`src/rtl/reg_file_reader.sv`:
```
// MIPS architectural register file: 32 x DATA_WIDTH, $zero hardwired,
// one synchronous write port, two combinational read ports with same-cycle
// write bypass, plus a valid/ready dump streamer that snapshots every
// register (0..31) without ever stalling the datapath.
module reg_file_reader #(
  parameter int DATA_WIDTH = 64,
  parameter int REG_COUNT  = 32
) (
  input  logic                  clk,
  input  logic                  rst_n,
  input  logic                  wr_en,
  input  logic [4:0]            wr_addr,
  input  logic [DATA_WIDTH-1:0] wr_data,
  input  logic [4:0]            rs_addr,
  output logic [DATA_WIDTH-1:0] rs_data,
  input  logic [4:0]            rt_addr,
  output logic [DATA_WIDTH-1:0] rt_data,
  input  logic                  dump_start,
  output logic                  dump_valid,
  input  logic                  dump_ready,
  output logic [4:0]            dump_addr,
  output logic [DATA_WIDTH-1:0] dump_data,
  output logic                  dump_busy,
  output logic                  dump_done
);

  typedef enum logic {IDLE, SEND} state_t;

  state_t                state, state_nxt;
  logic [DATA_WIDTH-1:0] regs [REG_COUNT];
  logic                  hs, last;
  logic [4:0]            nxt_addr;
  logic [DATA_WIDTH-1:0] nxt_data;

  // dump_addr doubles as the beat index: it always equals idx.
  assign hs       = (state == SEND) && dump_ready;
  assign last     = (dump_addr == 5'd31);
  assign nxt_addr = dump_addr + 5'd1;

  // Next beat must reflect a write landing on the same edge that accepts
  // the current beat, so it goes through the bypass too. nxt_addr is never
  // 0 when used (the last beat does not load a successor).
  assign nxt_data = (wr_en && wr_addr == nxt_addr) ? wr_data : regs[nxt_addr];

  // Read ports: $zero, then write bypass, then stored value.
  assign rs_data = (rs_addr == 5'd0) ? '0 :
                   (wr_en && wr_addr == rs_addr) ? wr_data : regs[rs_addr];
  assign rt_data = (rt_addr == 5'd0) ? '0 :
                   (wr_en && wr_addr == rt_addr) ? wr_data : regs[rt_addr];

  assign dump_valid = (state == SEND);
  assign dump_busy  = (state == SEND);

  // Register array write port; index 0 is never written.
  always_ff @(posedge clk or negedge rst_n) begin
    if (!rst_n) begin
      for (int i = 0; i < REG_COUNT; i++) regs[i] <= '0;
    end else if (wr_en && wr_addr != 5'd0) begin
      regs[wr_addr] <= wr_data;
    end
  end

  // Dump FSM state register.
  always_ff @(posedge clk or negedge rst_n) begin
    if (!rst_n) state <= IDLE;
    else        state <= state_nxt;
  end

  // Dump FSM next-state: start only from IDLE, finish on the last handshake.
  always_comb begin
    state_nxt = state;
    case (state)
      IDLE: if (dump_start)  state_nxt = SEND;
      SEND: if (hs && last)  state_nxt = IDLE;
      default:               state_nxt = IDLE;
    endcase
  end

  // Beat registers: loaded on start or on handshake, held during a stall so
  // the presented beat is a snapshot even if its register is rewritten.
  always_ff @(posedge clk or negedge rst_n) begin
    if (!rst_n) begin
      dump_addr <= '0;
      dump_data <= '0;
      dump_done <= 1'b0;
    end else begin
      dump_done <= hs && last;
      if (state == IDLE && dump_start) begin
        dump_addr <= '0;
        dump_data <= '0;
      end else if (hs && !last) begin
        dump_addr <= nxt_addr;
        dump_data <= nxt_data;
      end
    end
  end

endmodule

```
`config.mk`:
```
export PLATFORM = sky130hd
export DESIGN_NAME = reg_file_reader
export DESIGN_NICKNAME = d
export VERILOG_FILES = /design/src/rtl/reg_file_reader.sv
export SDC_FILE = /design/constraint.sdc
export NUM_CORES = 2
export LEC_CHECK = 0
export CAP_MARGIN = 10
export CORE_UTILIZATION = 38
export CTS_CLUSTER_SIZE = 25
export DETAILED_ROUTE_END_ITERATION = 16
export SKIP_CTS_REPAIR_TIMING = 1
export SYNTH_ARGS = -nofsm -noshare
export SYNTH_HDL_FRONTEND = slang
export SYNTH_SLANG_ARGS = --single-unit
export TNS_END_PERCENT = 20
```
`constraint.sdc`:
```
create_clock -name clk -period 3.64 [get_ports clk]
set_input_delay 0.728 -clock clk [delete_from_list [all_inputs] [get_ports clk]]
set_output_delay 0.728 -clock clk [all_outputs]
set_load 0.02 [all_outputs]
```
# ---- After elaboration in Yosys (flattened, before gate mapping)
# Cells that the tools add are included.
dict set report op_classes {
  n_addsub 1
  order_cmp 5
  eq_ne 4
  muxes 24
  bitwise 5
  reduce_logical 14
}
# operator n
set op_table {}
lappend op_table {{$bwmux 2048} 1}
lappend op_table {{$bmux 64 s5} 3}
lappend op_table {{$mux 64} 14}
lappend op_table {{$demux 64 s5} 1}
lappend op_table {{$ge 6x6->1 const B} 4}
lappend op_table {{$not 5->6} 4}
lappend op_table {{$eq 5x5->1} 3}
lappend op_table {{$logic_not 5->1} 2}
lappend op_table {{$mux 5} 2}
lappend op_table {{$logic_and 1x1->1} 9}
lappend op_table {{$lt 6x1->1 const B} 1}
lappend op_table {{$add 5x1->5 const B} 1}
lappend op_table {{$eq 5x5->1 const B} 1}
lappend op_table {{$reduce_bool 5->1} 1}
lappend op_table {{$mux 1} 2}
lappend op_table {{$pmux 1 s2} 1}
lappend op_table {{$reduce_bool 2->1} 1}
lappend op_table {{$logic_not 1->1} 1}
lappend op_table {{$not 1->1} 1}
dict set report word_totals {
  regBits 2119
  inputBits 84
  out_inout_bits 200
}

# ---- Logic depth before layout (Yosys ltp)
dict set report depth {
  ltp_word 8
  depth_mapped 11
}

# ---- Worst setup path after synthesis
# Ideal clock, no wire load.
dict set report synth_timing {
  path_type {input-to-output}
  startpoint {in rt_addr[0]}
  endpoint {out rt_data[62]}
  arrival_ns 2.722
  t_required_ns 2.912
  path_slack_ns 0.190
  cell_stages 7
  cell_sequence {buf_2 -> buf_4 -> buf_2 -> mux4_2 -> mux4_2 -> nor2_1 -> o41ai_1}
}
dict set report synth_via {
  elab_chain_len 6
  word_cells_on_any_way 9
}
# element line_no
set synth_lines {}
lappend synth_lines {{start, declared} 16} ;# input logic [4:0] rt_addr,
lappend synth_lines {{$not 5->6 (implied by the code)} 49} ;# (wr_en && wr_addr == rt_addr) ? wr_data : regs[rt_addr];
lappend synth_lines {{$bmux 64 s5} 49}
lappend synth_lines {{$mux 64 (implied by the code) (2 in series)} 49}
lappend synth_lines {{$mux 64} 49}
lappend synth_lines {{$mux 64 *} 48} ;# assign rt_data = (rt_addr == 5'd0) ? '0 :
lappend synth_lines {{end, declared} 17} ;# output logic [DATA_WIDTH-1:0] rt_data,
# Every way passes the cells marked *; elsewhere a longest branch is shown, timed or not. The select of a mux whose other input is x is not followed.

# ---- Worst setup path after layout
dict set report layout_timing {
  startpoint {reg regs[1582] (netlist name)}
  endpoint {out rs_data[46]}
}
dict set report layout_via {
  elab_chain_len 5
}
# element line_no
set layout_lines {}
lappend layout_lines {{start, declared} 30} ;# logic [DATA_WIDTH-1:0] regs [REG_COUNT];
lappend layout_lines {{start signal, assigned by index} 59} ;# regs[wr_addr] <= wr_data;
lappend layout_lines {{$bmux 64 s5} 47} ;# (wr_en && wr_addr == rs_addr) ? wr_data : regs[rs_addr];
lappend layout_lines {{$mux 64 (implied by the code) (2 in series)} 47}
lappend layout_lines {{$mux 64} 47}
lappend layout_lines {{$mux 64} 46} ;# assign rs_data = (rs_addr == 5'd0) ? '0 :
lappend layout_lines {{end, declared} 15} ;# output logic [DATA_WIDTH-1:0] rs_data,
# Every way passes these cells. The select of a mux whose other input is x is not followed.

==> flow_metrics.env <==
export IMPL_crit_path_start="regs[1582]"
export IMPL_hold_viol=0
export IMPL_crit_end="rs_data[46]"
export IMPL_grt_start_max_net_pins=121
export IMPL_final_util_pct=45.6
export IMPL_synth_cells=8262
export IMPL_slew_viol_final=0
export IMPL_htreeDepth=4
export IMPL_finalWorstSetupSlack_ns=-0.538
export IMPL_synthToLayoutAreaGrowth_pct=19.3
export IMPL_route_vias_total=89000
export IMPL_grt_setup_unrepaired="yes"
export IMPL_fill_cells=29000
export IMPL_design_area_sq_um=153000
export IMPL_num_rows=212
export IMPL_ys_types=52
export IMPL_core_area_sq_um=334000
export IMPL_violations="setup timing"
export IMPL_fin_crit_sh_pct=115
export IMPL_die_area_sq_um=339000
export IMPL_cts_tree="done"
export IMPL_chipWidth_um=582
export IMPL_async_flop_share_pct=100
export IMPL_status="complete, but fails checks"
export IMPL_p_leak_nw=64.3
export IMPL_layout_cells_non_filler=13300
export IMPL_multi_input_comb_area_sq_um=71300
export IMPL_clk_pin_slew_ns=0.06
export IMPL_syn_area_per_cell_sq_um=15.5
export IMPL_r2r_end="dump_data[55]"
export IMPL_final_nets=8809
export IMPL_ys_top_cells_by_count="dfrtp_1, mux4_2, mux2_2"
export IMPL_grt_overflow=0
export IMPL_synth_warnings=0
export IMPL_tightest_slew_ns=1.27
export IMPL_synth_seq_cells=2119
export IMPL_synthTopCellsByArea="dfrtp_1, mux4_2, mux2_2"
export IMPL_gr_usage_all_layers_pct=28.2
export IMPL_total_power_mw=95.5
export IMPL_power_density_nw_per_um2=626
export IMPL_numCtsBuffers=239
export IMPL_netlist_area_sq_um=128000
export IMPL_io_pins=284
export IMPL_vias_per_cell=6.68
export IMPL_clk_latency_ns=0.92
export IMPL_ir_drop_mv=0.651
export IMPL_dpl_cell_count=12800
export IMPL_rr_startpoint="dump_addr[0]"
export IMPL_gp_congestion=0.884
export IMPL_finalSetupTns_ns=-16.69
export IMPL_end_kind="output pin"
export IMPL_slew_headroom_pct=15.0
export IMPL_startpoint_type="flop"
export IMPL_drt_total_wl_um=485000
export IMPL_wl_per_cell_um=36.4
export IMPL_synth_top_area_share_pct=41.5
export IMPL_critical_path_class="flop to output pin"
export IMPL_grt_pass1_vias=91100
export IMPL_drive_above_1_share_pct=51.1
export IMPL_die_height_um=582
export IMPL_synth_edf_count=0
export IMPL_fmax_ghz=0.239
export IMPL_period_needed_ns=4.18
export IMPL_postPlaceCellArea_sq_um=143000
export IMPL_drc_errors=0
export IMPL_synthFlopType="dfrtp_1"
export IMPL_drv_cap=0
export IMPL_reg2reg_slack_ns=0.18
export IMPL_grt_pass1_wl_um=693000
export IMPL_arrival_ns=3.45
export IMPL_firstDrtPassIters=8
export IMPL_cts_sinks=2119
export IMPL_initial_core_util_pct=38.3
export IMPL_required_ns=2.91
export IMPL_worst_clock_skew_ns=0.0428
export IMPL_seq_area_frac_synth_pct=41.5
export IMPL_root_buffer="clkbuf_16"
export IMPL_drt_iter0_markers=10700
export IMPL_hp_class="input pin to async pin"
export IMPL_synth_largest_area_cell="dfrtp_1"
export IMPL_cts_buffer_depth=4
export IMPL_antenna_found_initial=23
export IMPL_ant_nets=0
export IMPL_place_hpwl_um=309000
export IMPL_synth_fp_nets=8348
export IMPL_critical_path_max_fanout=4
export IMPL_io_buffers=283
export IMPL_regArea_sq_um=53000
export IMPL_finalSetupViolCount=82
export IMPL_r2r_cells=7
export IMPL_synth_most_common_cell="dfrtp_1"
worst min-delay path by stage:
stage | startpoint | to | slack [ns] | cells past startpoint
floorplan | rst_n | dump_addr[0] | 0.43 | 0
finish | rst_n | dump_data[9] | 0.41 | 2
detailed placement | regs[1995] | regs[1995] | 0.40 | 0
global route | rst_n | dump_data[9] | 0.43 | 2
CTS | rst_n | dump_data[9] | -0.29 | 1
global placement | regs[2008] | regs[2008] | 0.39 | 0
report_power, final:
| group | switching [mW] | internal (mW) |
|---|---|---|
| combinational | 16.9 | 19.3 |
| clock | 10.7 | 15.3 |
| sequential | 5.05 | 28.3 |
| total | 32.6 | 62.9 |
cells in the final DEF, fill, tap and decap left out, types with 41 or more instances in the layout:
cell type and count:
a221o_1 61, mux4_2 1658, buf_12 303, nor2_1 53, o21ai_1 67, dlymetal6s2s_1 47
o22ai_1 46, clkbuf_16 251, dfrtp_1 2118, nand2_1 314, mux2_2 1364, a32o_1 61
clkdlybuf4s50_1 150, mux2i_1 318, mux2_1 735, clkinv_2 52, o211ai_1 60, buf_4 620
clkbuf_1 41, clkbuf_8 66, a22oi_1 144, o31ai_1 52
critical path: stages (launching register included):
cell             delay (ns)
dfrtp_1                0.42
mux4_2                 0.48
mux4_2                 0.48
o211ai_1               0.32
buf_4                  0.24
nand2_1                0.06
clkdlybuf4s50_1        0.53
per-stage QoR:
step	hold WS, ns	setup WS (ns)
floorplan	0.432	0.190
global placement	0.394	-1.12
detailed placement	0.404	-1.06
CTS	-0.286	-1.06
global route	0.430	-0.627
finish	0.412	-0.538
layer usage:
layer	vias up	routed length (um)	track usage [%]
li1	34100	-	-
met5	-	93	0
met2	5341	225000	43.8
met1	48400	187000	37.2
met3	1181	44100	6.09
met4	12	28100	14.3
sequential cells by signal (all words and copies together), names as in the netlist:
name and flops:
dump_done 1, dump_data 64, dump_busy 1, regs 2048, dump_addr 5
final cells by class:
type	count	area share (%)
antenna	9	0.0148
multi-input combinational	5137	46.7
tap	4387	3.60
inverter	1	0.00246
timing repair buffer	1225	9.36
clock buffer	348	4.65
clock inverter	99	0.868
sequential	2119	34.8
cell families after synthesis:
| logic type | synth area share (%) |
|---|---|
| buffers and inverters | 3.32 |
| XOR/XNOR | 0.136 |
| adder cells (fa/ha/maj) | 0.0196 |
| AO/OA/AOI/OAI | 3.26 |
| multiplexers | 50.2 |
| AND/OR/NAND/NOR | 1.56 |
| flip-flops | 41.5 |
(Power assumes the default switching activity.)
